## config.mk

```make
export PLATFORM = sky130hd
export DESIGN_NAME = murmur_unhasher_flat
export DESIGN_NICKNAME = d
export VERILOG_FILES = /design/src/rtl/murmur_pkg.sv /design/src/rtl/murmur_unhasher_if.sv /design/src/rtl/murmur_pipe_stage.sv /design/src/rtl/murmur_unhasher.sv /design/src/flat_wrapper.sv
export SDC_FILE = /design/constraint.sdc
export NUM_CORES = 1
export LEC_CHECK = 0
export BUFFER_PORTS_ARGS = -buffer_cell sky130_fd_sc_hd__buf_2
export CAP_MARGIN = 20
export CORE_ASPECT_RATIO = 0.9
export CORE_MARGIN = 3
export CORE_UTILIZATION = 59
export DETAILED_ROUTE_END_ITERATION = 6
export GPL_TIMING_DRIVEN = 0
export HOLD_SLACK_MARGIN = 0.06
export PLACE_DENSITY = 0.83
export SYNTH_ARGS = -nofsm -noshare
export SYNTH_HDL_FRONTEND = slang
export SYNTH_HIERARCHICAL = 1
export SYNTH_SLANG_ARGS = --single-unit
```

## constraint.sdc

```tcl
create_clock -name clk -period 5.55 [get_ports clk]
set_input_delay 0.2775 -clock clk [delete_from_list [all_inputs] [get_ports clk]]
set_output_delay 0.2775 -clock clk [all_outputs]
set_load 0.01 [all_outputs]
```

## src/rtl/murmur_pkg.sv

```systemverilog
// Shared MurMur finalizer constants and whole-word reference functions for the
// forward hash and its inverse, usable at either 32- or 64-bit key width.
package murmur_pkg;

    localparam int LATENCY = 5;

    localparam logic [31:0] MURMUR32_C1     = 32'h85ebca6b;
    localparam logic [31:0] MURMUR32_C2     = 32'hc2b2ae35;
    localparam logic [31:0] MURMUR32_C1_INV = 32'ha5cb9243;
    localparam logic [31:0] MURMUR32_C2_INV = 32'h7ed1b41d;

    localparam logic [63:0] MURMUR64_C1     = 64'hff51afd7ed558ccd;
    localparam logic [63:0] MURMUR64_C2     = 64'hc4ceb9fe1a85ec53;
    localparam logic [63:0] MURMUR64_C1_INV = 64'h4f74430c22a54005;
    localparam logic [63:0] MURMUR64_C2_INV = 64'h9cb4b2f8129337db;

    localparam int unsigned MURMUR32_SH_A = 32'd16;
    localparam int unsigned MURMUR32_SH_B = 32'd13;
    localparam int unsigned MURMUR64_SH   = 32'd33;

    function automatic logic [63:0] fmix_fwd(input logic [63:0] key, input int unsigned width);
        logic [31:0] h32;
        logic [63:0] h64;
        logic [63:0] result;
        h32 = key[31:0];
        h64 = key;
        if (width == 32'd32) begin
            h32 = h32 ^ (h32 >> MURMUR32_SH_A);
            h32 = h32 * MURMUR32_C1;
            h32 = h32 ^ (h32 >> MURMUR32_SH_B);
            h32 = h32 * MURMUR32_C2;
            h32 = h32 ^ (h32 >> MURMUR32_SH_A);
            result = {32'd0, h32};
        end else begin
            h64 = h64 ^ (h64 >> MURMUR64_SH);
            h64 = h64 * MURMUR64_C1;
            h64 = h64 ^ (h64 >> MURMUR64_SH);
            h64 = h64 * MURMUR64_C2;
            h64 = h64 ^ (h64 >> MURMUR64_SH);
            result = h64;
        end
        return result;
    endfunction

    function automatic logic [63:0] fmix_inv(input logic [63:0] hash, input int unsigned width);
        logic [31:0] x32;
        logic [63:0] x64;
        logic [63:0] result;
        x32 = hash[31:0];
        x64 = hash;
        if (width == 32'd32) begin
            x32 = x32 ^ (x32 >> MURMUR32_SH_A);
            x32 = x32 * MURMUR32_C2_INV;
            x32 = x32 ^ (x32 >> MURMUR32_SH_B) ^ (x32 >> (32'd2 * MURMUR32_SH_B));
            x32 = x32 * MURMUR32_C1_INV;
            x32 = x32 ^ (x32 >> MURMUR32_SH_A);
            result = {32'd0, x32};
        end else begin
            x64 = x64 ^ (x64 >> MURMUR64_SH);
            x64 = x64 * MURMUR64_C2_INV;
            x64 = x64 ^ (x64 >> MURMUR64_SH);
            x64 = x64 * MURMUR64_C1_INV;
            x64 = x64 ^ (x64 >> MURMUR64_SH);
            result = x64;
        end
        return result;
    endfunction

endpackage

```

## src/rtl/murmur_unhasher_if.sv

```systemverilog
// Valid/ready stream bundle between a hash producer and the unhasher.
// Names are from the unhasher's point of view (i_* into it, o_* out of it).
interface murmur_unhasher_if #(
    parameter int unsigned KEY_WIDTH = 32
);
    logic [KEY_WIDTH-1:0] i_data;
    logic                 i_valid;
    logic                 o_ready;
    logic [KEY_WIDTH-1:0] o_data;
    logic                 o_valid;
    logic                 i_ready;

    modport master (
        output i_data, i_valid, i_ready,
        input  o_ready, o_data, o_valid
    );

    modport slave (
        input  i_data, i_valid, i_ready,
        output o_ready, o_data, o_valid
    );
endinterface

```

## src/rtl/murmur_pipe_stage.sv

```systemverilog
// One pipeline slot: a key word plus valid bit that reloads from upstream whenever
// it is empty or its current contents are moving downstream this cycle.
module murmur_pipe_stage
    import murmur_pkg::*;
#(
    parameter int unsigned KEY_WIDTH = 32
) (
    input  logic                 clk,
    input  logic                 rst,
    input  logic                 up_valid,
    input  logic [KEY_WIDTH-1:0] up_data,
    input  logic                 down_adv,
    output logic                 valid,
    output logic [KEY_WIDTH-1:0] data
);
    logic                 valid_r;
    logic [KEY_WIDTH-1:0] data_r;
    logic                 adv_s;

    assign adv_s = ~valid_r | down_adv;

    // Slot register: reset empties it, an advance loads whatever upstream offers.
    always_ff @(posedge clk) begin
        if (rst) begin
            valid_r <= 1'b0;
            data_r  <= {KEY_WIDTH{1'b0}};
        end else if (adv_s) begin
            valid_r <= up_valid;
            data_r  <= up_data;
        end
    end

    assign valid = valid_r;
    assign data  = data_r;
endmodule

```

## src/rtl/murmur_unhasher.sv

```systemverilog
// Inverse MurMur finalizer: five registered stages undo fmix32/fmix64 one step each,
// behind a valid/ready pipeline that collapses bubbles stage by stage.
module murmur_unhasher
    import murmur_pkg::*;
#(
    parameter int unsigned KEY_WIDTH = 32
) (
    input  logic             clk,
    input  logic             rst,
    murmur_unhasher_if.slave bus
);
    localparam int NUM_STAGES = LATENCY;

    localparam int unsigned SH_OUTER = (KEY_WIDTH == 32'd32) ? MURMUR32_SH_A : MURMUR64_SH;
    localparam int unsigned SH_MID   = (KEY_WIDTH == 32'd32) ? MURMUR32_SH_B : MURMUR64_SH;
    localparam int unsigned SH_MID2  = (KEY_WIDTH == 32'd32) ? (32'd2 * MURMUR32_SH_B) : MURMUR64_SH;
    // The 32-bit middle step needs a second xor-shift tap; the 64-bit one does not.
    localparam logic [KEY_WIDTH-1:0] MID2_MASK = (KEY_WIDTH == 32'd32) ? {KEY_WIDTH{1'b1}}
                                                                       : {KEY_WIDTH{1'b0}};
    localparam logic [KEY_WIDTH-1:0] C1_INV_K = (KEY_WIDTH == 32'd32) ? KEY_WIDTH'(MURMUR32_C1_INV)
                                                                      : KEY_WIDTH'(MURMUR64_C1_INV);
    localparam logic [KEY_WIDTH-1:0] C2_INV_K = (KEY_WIDTH == 32'd32) ? KEY_WIDTH'(MURMUR32_C2_INV)
                                                                      : KEY_WIDTH'(MURMUR64_C2_INV);

    localparam logic [31:0] PROD32_C1 = MURMUR32_C1 * MURMUR32_C1_INV;
    localparam logic [31:0] PROD32_C2 = MURMUR32_C2 * MURMUR32_C2_INV;
    localparam logic [63:0] PROD64_C1 = MURMUR64_C1 * MURMUR64_C1_INV;
    localparam logic [63:0] PROD64_C2 = MURMUR64_C2 * MURMUR64_C2_INV;

    if (!((KEY_WIDTH == 32'd32) || (KEY_WIDTH == 32'd64))) begin : g_bad_width
        $error("murmur_unhasher: KEY_WIDTH must be 32 or 64");
    end

    if ((PROD32_C1 != 32'd1) || (PROD32_C2 != 32'd1) ||
        (PROD64_C1 != 64'd1) || (PROD64_C2 != 64'd1)) begin : g_bad_inverse
        $error("murmur_unhasher: inverse multiplier constant does not invert its partner");
    end

    logic [NUM_STAGES-1:0] valid_s;
    logic [NUM_STAGES-1:0] up_valid_s;
    logic [NUM_STAGES-1:0] down_adv_s;
    logic [KEY_WIDTH-1:0]  stage_d_s [NUM_STAGES];
    logic [KEY_WIDTH-1:0]  stage_q_s [NUM_STAGES];

    assign up_valid_s = {valid_s[NUM_STAGES-2:0], bus.i_valid};

    // Per-stage inverse arithmetic feeding each slot; multiplies wrap at KEY_WIDTH.
    always_comb begin
        stage_d_s[0] = bus.i_data ^ (bus.i_data >> SH_OUTER);
        stage_d_s[1] = stage_q_s[0] * C2_INV_K;
        stage_d_s[2] = stage_q_s[1] ^ (stage_q_s[1] >> SH_MID) ^ ((stage_q_s[1] >> SH_MID2) & MID2_MASK);
        stage_d_s[3] = stage_q_s[2] * C1_INV_K;
        stage_d_s[4] = stage_q_s[3] ^ (stage_q_s[3] >> SH_OUTER);
    end

    for (genvar k = 0; k < NUM_STAGES; k++) begin : g_stage
        // A slot may hand off when the sink is ready or any later slot has a bubble.
        if (k == NUM_STAGES - 1) begin : g_last
            assign down_adv_s[k] = bus.i_ready;
        end else begin : g_mid
            assign down_adv_s[k] = bus.i_ready | ~(&valid_s[NUM_STAGES-1:k+1]);
        end

        murmur_pipe_stage #(
            .KEY_WIDTH (KEY_WIDTH)
        ) u_stage (
            .clk      (clk),
            .rst      (rst),
            .up_valid (up_valid_s[k]),
            .up_data  (stage_d_s[k]),
            .down_adv (down_adv_s[k]),
            .valid    (valid_s[k]),
            .data     (stage_q_s[k])
        );
    end

    assign bus.o_ready = ~valid_s[0] | down_adv_s[0];
    assign bus.o_valid = valid_s[NUM_STAGES-1];
    assign bus.o_data  = stage_q_s[NUM_STAGES-1];
endmodule

```

## src/flat_wrapper.sv

```systemverilog
// flat-port wrapper written by rule: the top's interface ports become plain ports
module murmur_unhasher_flat import murmur_pkg::*;
#(
    parameter int unsigned KEY_WIDTH = 32
)
  (clk, rst, bus_i_data, bus_i_valid, bus_i_ready, bus_o_ready, bus_o_data, bus_o_valid);
  murmur_unhasher_if #(.KEY_WIDTH(KEY_WIDTH)) bus_i ();
  input  logic clk;
  input  logic rst;
  input wire logic [$bits(bus_i.i_data)-1:0] bus_i_data;
  input wire logic [$bits(bus_i.i_valid)-1:0] bus_i_valid;
  input wire logic [$bits(bus_i.i_ready)-1:0] bus_i_ready;
  output wire logic [$bits(bus_i.o_ready)-1:0] bus_o_ready;
  output wire logic [$bits(bus_i.o_data)-1:0] bus_o_data;
  output wire logic [$bits(bus_i.o_valid)-1:0] bus_o_valid;
  assign bus_i.i_data = bus_i_data;
  assign bus_i.i_valid = bus_i_valid;
  assign bus_i.i_ready = bus_i_ready;
  assign bus_o_ready = bus_i.o_ready;
  assign bus_o_data = bus_i.o_data;
  assign bus_o_valid = bus_i.o_valid;
  murmur_unhasher #(.KEY_WIDTH(KEY_WIDTH)) u_core (.clk(clk), .rst(rst), .bus(bus_i));
endmodule
```

==> impl_metrics.csv, run 1 <==
group,metric,value,unit
synthesis,yosysTopAreaCell,"fa_1",
clock_network,clk_pin_slew,0.08,ns
cells_and_area,postLayoutCoreUtil,0.704,
detailed_routing,drc,0,
global_route,first_global_vias,19780,
floorplan,start_util,0.602,
sta,final-max-slew-violation-count,0,
synthesis,ys_top_cells_by_count,"560 x inv_1, 377 x ha_1, 307 x fa_1",
global_route,antenna_found_initial,0,
detailed_routing,wl_per_cell,22.6,um
sta,period_share,1.19,
synthesis,synthSimpleGateAreaFrac,0.146,
detailed_routing,drtIter0Drc,1662,
worst_setup_path,critPathKind,"reg -> reg",
worst_setup_path,slowest_delay,0.57,ns
place,dpl.hpwl,47.0,mm
floorplan,dieHeight,195,um
sta,period_minus_slack,6.58,ns
cells_and_area,drive_gt1_frac,0.194,
synthesis,synth-xor-area-share,0.0612,
worst_setup_path,path_cells,"ha_2, fa_1, inv_1, fa_1, inv_2, fa_1, inv_2, fa_1, inv_1, fa_1, fa_1, inv_2, fa_1, inv_2, ha_4, a2111o_1, a32o_2, o41a_1, a21o_1, a21oi_2, xnor2_2, nand2b_1, o21ai_1",
worst_setup_path,rrSetupSlack,-1.03,ns
synthesis,syn-cell-area,0.0233,sq mm
worst_setup_path,cp-end-kind,"register",
min_path,holdPathStages,3,
synthesis,synth.most_common_cell,"inv_1",
global_route,grt_remaining_overflow,0,
place,numPortBuffers,68,
synthesis,synth_mux_area_frac,0.000429,
synthesis,synth.avg_cell_area,9.80,sq um
worst_setup_path,critical_path_buf_inv_count,6,
sta,rsz0062_at_grt,"yes",
clock_network,cts_max_level,4,
cells_and_area,finish.instance_area,0.0273,sq mm
synthesis,synthTopCellsByArea,"fa_1 26%, ha_1 20%, dfxtp_1 14%",
place,dp.cells,2972,
global_route,grt.total_usage,0.316,
floorplan,io-pin-count,70,
cells_and_area,stdcell_count,3114,
worst_setup_path,r2r_end,"u_core/g_stage[3].u_stage/data[30]$_SDFFE_PP0P_",
synthesis,synth_top_family_by_area,"adder cells",
outcome,status,"finished with violations",
synthesis,synth_compound_area_frac,0.0732,
synthesis,synth_nets,3099,
synthesis,synth_top_area_frac,0.264,
worst_setup_path,cp_max_fo,3,
sta,finalClockSkew,0.0317,ns
cells_and_area,diodes,0,
sta,hold_viol,0,
worst_setup_path,critPathTopFamily,"adder cells",
clock_network,cts.sinks,165,
job,drv_cap,0,
synthesis,yosysWarningCount,6,
floorplan,dieArea,0.0419,sq mm
global_route,grt_first_pass_wirelength,104,mm
detailed_routing,viasPerCell,5.97,
outcome,violations,"negative setup slack",
clock_network,clkLatencyLatePin,0.48,ns
synthesis,synth_edf_count,0,
min_path,hold_start,"bus_i_data[17]",
sta,tightest_slew,0.882,ns
synthesis,ys_seq_area_frac,0.142,
worst_setup_path,path_common_cell,"fa_1",
sta,finalSetupTns,-11.30,ns
worst_setup_path,slowest_stage,"fa_1",
place,place_area,0.0247,sq mm
cells_and_area,nNetsFinal,3296,
sta,fmax,152,MHz
detailed_routing,routed_wl,70.5,mm
sta,worst_slack,-1.03,ns
floorplan,die_width,216,um
detailed_routing,ant_nets,0,
synthesis,synthAdderAreaFrac,0.466,
synthesis,ys_types,59,
worst_setup_path,crit_required,5.95,ns
clock_network,clockBufferDepth,2,
clock_network,cts_tree,"yes",
synthesis,netlist_instances,2379,
clock_network,cts-root-buf,"clkbuf_16",
clock_network,cts-buffers-inserted,17,
synthesis,async_flop_share,0,
detailed_routing,vias,18592,
floorplan,num_rows,68,
worst_setup_path,r2r-start,"u_core/g_stage[2].u_stage/data[8]$_SDFFE_PP0P_",
cells_and_area,area_growth,16.9,%
worst_setup_path,rr_worst_depth,23,
synthesis,yosys_register_bits,165,
global_route,grt_max_degree,21,
sta,setup_violations,22,
min_path,min_to,"u_core/g_stage[0].u_stage/data[17]$_SDFFE_PP0P_",
worst_setup_path,arrival,6.98,ns
detailed_routing,firstDrtPassIters,5,
floorplan,coreArea,0.0387,sq mm
min_path,hold_class,"in -> reg",
place,place_congestion,0.942,
synthesis,synthFlopType,"dfxtp_1",
worst_setup_path,cp-start-kind,"register",
sta,relSlewSlack,0.410,
## tightest hold or removal path, cell delays in order
cell and delay, ns:
buf_2 0.11, nand2b_1 0.06, o21ai_1 0.05
## kinds of logic (layout without fill, tap and decap cells)
group                    count (synthesis)  in the layout
adder cells (fa/ha/maj)                684            684
buffers and inverters                  642            852
XOR/XNOR                               163            163
multiplexers                             1              1
AND/OR/NAND/NOR                        430            430
flip-flops                             165            165
AO/OA/AOI/OAI                          294            294
## final cells by class
| class | count | area (sq um) |
|---|---|---|
| fillers | 2518 | 11500 |
| multi-input cells | 1572 | 18600 |
| repair buffers | 179 | 1320 |
| well taps | 525 | 657 |
| clock buffers | 17 | 425 |
| plain buffers | 81 | 509 |
| flip-flops and latches | 165 | 3440 |
| clock inverters | 15 | 196 |
| inverters | 560 | 2100 |
## cells in the final DEF (no fill, tap or decap), types with 27 or more instances in the layout
cell type    n
dfxtp_1    125
buf_4       86
ha_4        59
buf_6       38
xor2_1      66
ha_1       306
nand4bb_1  160
buf_2       88
nor2_1      27
nand2b_1   166
inv_1      523
dfxtp_4     35
o21ai_1    159
inv_2       36
a21oi_1     31
fa_1       298
xnor2_1     83
## metal layers
metal  up-vias  track usage  part of all wire
li1       8042            -                 -
met1      9122        0.374              0.36
met2      1022        0.544              0.48
met3       406       0.0603             0.079
met4         0        0.173             0.079
met5         -            0                 0
## registers in the layout, indices dropped and copies added, names as in the netlist
| name | count |
|---|---|
| u_core/g_stage.u_stage/data | 160 |
| u_core/g_stage.u_stage/valid | 5 |
## timing repair
action,CTS,global route
resized for setup,122,102
hold endpoints to repair,0,1
setup endpoints to repair,22,25
gates cloned,0,1
pin swaps,69,103
setup buffers,75,34
hold buffers,0,1
## per-stage QoR
step / worst slack (ns) / hold WS [ns]
finish: -1.03 / 0.0585
global route: -1.13 / 0.0629
CTS: -0.856 / 0.0609
detailed placement: -1.07 / 0.481
global placement: -0.992 / 0.477
floorplan: -0.389 / 0.413
## how the worst max path moves through the flow
stage                                                                from                                              end  slack (ns)  cells past startpoint
final                      u_core/g_stage[2].u_stage/data[8]$_SDFFE_PP0P_  u_core/g_stage[3].u_stage/data[30]$_SDFFE_PP0P_       -1.03                     23
after global routing       u_core/g_stage[2].u_stage/data[8]$_SDFFE_PP0P_  u_core/g_stage[3].u_stage/data[30]$_SDFFE_PP0P_       -1.13                     23
after CTS                  u_core/g_stage[2].u_stage/data[8]$_SDFFE_PP0P_  u_core/g_stage[3].u_stage/data[30]$_SDFFE_PP0P_       -0.86                     23
after detailed placement   u_core/g_stage[2].u_stage/data[1]$_SDFFE_PP0P_  u_core/g_stage[3].u_stage/data[30]$_SDFFE_PP0P_       -1.07                     22
after global placement    u_core/g_stage[2].u_stage/data[10]$_SDFFE_PP0P_  u_core/g_stage[3].u_stage/data[30]$_SDFFE_PP0P_       -0.99                     22
after floorplan            u_core/g_stage[2].u_stage/data[8]$_SDFFE_PP0P_  u_core/g_stage[3].u_stage/data[30]$_SDFFE_PP0P_       -0.39                     23
Power of run 1 is left out: the tool's default activity adds up to more than one toggle a clock period on the data nets, which glitch-free logic cannot reach.
==> inputs of run 2 (changes only) <==
--- a/config.mk
+++ b/config.mk
@@ -9,11 +9,11 @@
 export CAP_MARGIN = 20
 export CORE_ASPECT_RATIO = 0.9
 export CORE_MARGIN = 3
-export CORE_UTILIZATION = 59
+export CORE_UTILIZATION = 55
 export DETAILED_ROUTE_END_ITERATION = 6
 export GPL_TIMING_DRIVEN = 0
 export HOLD_SLACK_MARGIN = 0.06
-export PLACE_DENSITY = 0.83
+export PLACE_DENSITY = 0.79
 export SYNTH_ARGS = -nofsm -noshare
 export SYNTH_HDL_FRONTEND = slang
 export SYNTH_HIERARCHICAL = 1
==> run 2 against run 1 <==
The flow still finishes with violations (negative setup slack). Core utilization fell by 4.2 points. Maximum frequency rose by 3.9%. Register-to-register slack improved by 0.24 ns. First-iteration DRC count fell by 26%. Critical path depth did not move. Via count fell by 3.1%. Die area rose by 7.1%. Critical path type unchanged. Critical endpoint unchanged. Highest routed layer unchanged.
==> impl_metrics.csv, run 2 (synthesized netlist as in run 1, its figures left out) <==
group,metric,value,unit
sta,hold_ws,0.0753,ns
cells_and_area,layout_common_cells,"536 x inv_1, 303 x ha_1, 299 x fa_1",
worst_setup_path,critPathTopFamily,"adder cells",
clock_network,clk_pin_slew,0.08,ns
sta,final-max-slew-violation-count,0,
global_route,grt_remaining_overflow,0,
outcome,status,"finished with violations",
min_path,hold_start,"bus_i_data[19]",
worst_setup_path,critPathKind,"reg -> reg",
global_route,grt_max_degree,21,
clock_network,cts-root-buf,"clkbuf_16",
clock_network,clkLatencyLatePin,0.47,ns
worst_setup_path,r2r-start,"u_core/g_stage[2].u_stage/data[4]$_SDFFE_PP0P_",
global_route,grt.total_usage,0.291,
clock_network,cts-buffers-inserted,17,
sta,hold_viol,0,
floorplan,coreArea,0.0413,sq mm
global_route,grt_first_pass_wirelength,103,mm
detailed_routing,drtIter0Drc,1228,
cells_and_area,largest_reg_flops,160,
global_route,first_global_vias,19561,
detailed_routing,ant_nets,0,
floorplan,io-pin-count,70,
worst_setup_path,slowest_stage,"fa_1",
sta,setup_violations,19,
cells_and_area,final_common_cell,"inv_1",
detailed_routing,firstDrtPassIters,6,
sta,worst_slack,-0.788,ns
worst_setup_path,critical_path_buf_inv_count,6,
min_path,hold_class,"in -> reg",
worst_setup_path,cp-end-kind,"register",
place,numPortBuffers,68,
detailed_routing,wl_per_cell,21.2,um
floorplan,dieHeight,201,um
place,place_congestion,0.914,
floorplan,die_width,223,um
cells_and_area,nNetsFinal,3302,
clock_network,clockBufferDepth,2,
sta,finalClockSkew,0.0139,ns
clock_network,cts_tree,"yes",
worst_setup_path,cp-start-kind,"register",
sta,period_share,1.14,
worst_setup_path,r2r_end,"u_core/g_stage[3].u_stage/data[30]$_SDFFE_PP0P_",
sta,period_minus_slack,6.34,ns
sta,tightest_slew,0.881,ns
floorplan,num_rows,70,
worst_setup_path,crit_required,5.94,ns
floorplan,start_util,0.565,
detailed_routing,viasPerCell,5.75,
detailed_routing,drc,0,
detailed_routing,vias,18015,
clock_network,cts.sinks,165,
outcome,violations,"negative setup slack",
worst_setup_path,rr_worst_depth,23,
floorplan,dieArea,0.0449,sq mm
min_path,min_to,"u_core/g_stage[0].u_stage/data[19]$_SDFFE_PP0P_",
detailed_routing,routed_wl,66.5,mm
worst_setup_path,rrSetupSlack,-0.79,ns
sta,rsz0062_at_grt,"yes",
sta,fmax,158,MHz
place,dpl.hpwl,47.4,mm
worst_setup_path,path_common_cell,"fa_1",
cells_and_area,drive_gt1_frac,0.189,
clock_network,cts_max_level,4,
cells_and_area,n_fill_cell,2873,
worst_setup_path,path_cells,"ha_2, fa_1, inv_1, fa_1, inv_2, fa_1, inv_2, fa_1, inv_1, fa_1, fa_1, inv_1, fa_1, inv_2, ha_4, a2111o_1, a32o_2, o41a_1, a21o_1, a21oi_2, xnor2_2, nand2b_1, o21ai_1",
sta,relSlewSlack,0.411,
min_path,holdPathStages,3,
cells_and_area,area_growth,17.2,%
worst_setup_path,cp_max_fo,6,
worst_setup_path,slowest_delay,0.54,ns
cells_and_area,diodes,0,
sta,finalSetupTns,-8.68,ns
worst_setup_path,arrival,6.73,ns
job,drv_cap,0,
global_route,antenna_found_initial,0,
run 2: worst min-delay path: stages:
cell and delay [ns]:
buf_2 0.11, nand2b_1 0.06, o21ai_1 0.05
run 2: what timing repair did:
item                                    in CTS  in global routing
setup buffers                               83                 34
endpoints found under the hold margin        3                  0
gates resized for setup                    128                 74
endpoints found under the setup margin      24                 25
pin swaps                                   62                 84
hold buffers                                 3                  0
run 2: final cells by class:
type / count / area [sq um] / share of cell area
inverters: 560 / 2110 / 0.0771
flip-flops and latches: 165 / 3440 / 0.126
multi-input cells: 1572 / 18600 / 0.681
well taps: 540 / 676 / 0.0247
clock buffers: 17 / 425 / 0.0156
repair buffers: 186 / 1380 / 0.0506
plain buffers: 80 / 494 / 0.0181
clock inverters: 15 / 196 / 0.00719
run 2: worst max-delay path by stage:
stage / startpoint / to / slack (ns) / cells after the start
final: u_core/g_stage[2].u_stage/data[4]$_SDFFE_PP0P_ / u_core/g_stage[3].u_stage/data[30]$_SDFFE_PP0P_ / -0.79 / 23
after floorplan: u_core/g_stage[2].u_stage/data[8]$_SDFFE_PP0P_ / u_core/g_stage[3].u_stage/data[30]$_SDFFE_PP0P_ / -0.39 / 23
after CTS: u_core/g_stage[2].u_stage/data[9]$_SDFFE_PP0P_ / u_core/g_stage[3].u_stage/data[30]$_SDFFE_PP0P_ / -0.75 / 23
after global routing: u_core/g_stage[2].u_stage/data[4]$_SDFFE_PP0P_ / u_core/g_stage[3].u_stage/data[30]$_SDFFE_PP0P_ / -0.99 / 23
after global placement: u_core/g_stage[2].u_stage/data[10]$_SDFFE_PP0P_ / u_core/g_stage[3].u_stage/data[30]$_SDFFE_PP0P_ / -0.96 / 22
after detailed placement: u_core/g_stage[2].u_stage/data[1]$_SDFFE_PP0P_ / u_core/g_stage[3].u_stage/data[30]$_SDFFE_PP0P_ / -1.04 / 22
run 2: stage by stage:
step           utilization  instance area (sq um)  std cells  setup WS, ns
2_1_floorplan            -                  23700       2379        -0.389
3_3_place_gp         0.599                  24700       2987        -0.961
4_1_cts              0.648                  26700       3104        -0.749
3_5_place_dp         0.599                  24700       2987         -1.04
6_report             0.662                  27300       3135        -0.788
5_1_grt              0.662                  27300       3135        -0.989
run 2: metal layers:
metal | GRT usage | up-vias | share of wire
met5 | 0 | - | 0
met4 | 0.159 | 0 | 0.066
met3 | 0.0531 | 284 | 0.065
met2 | 0.492 | 739 | 0.48
met1 | 0.350 | 8939 | 0.39
li1 | - | 8053 | -
Power of run 2 is left out for the same reason.
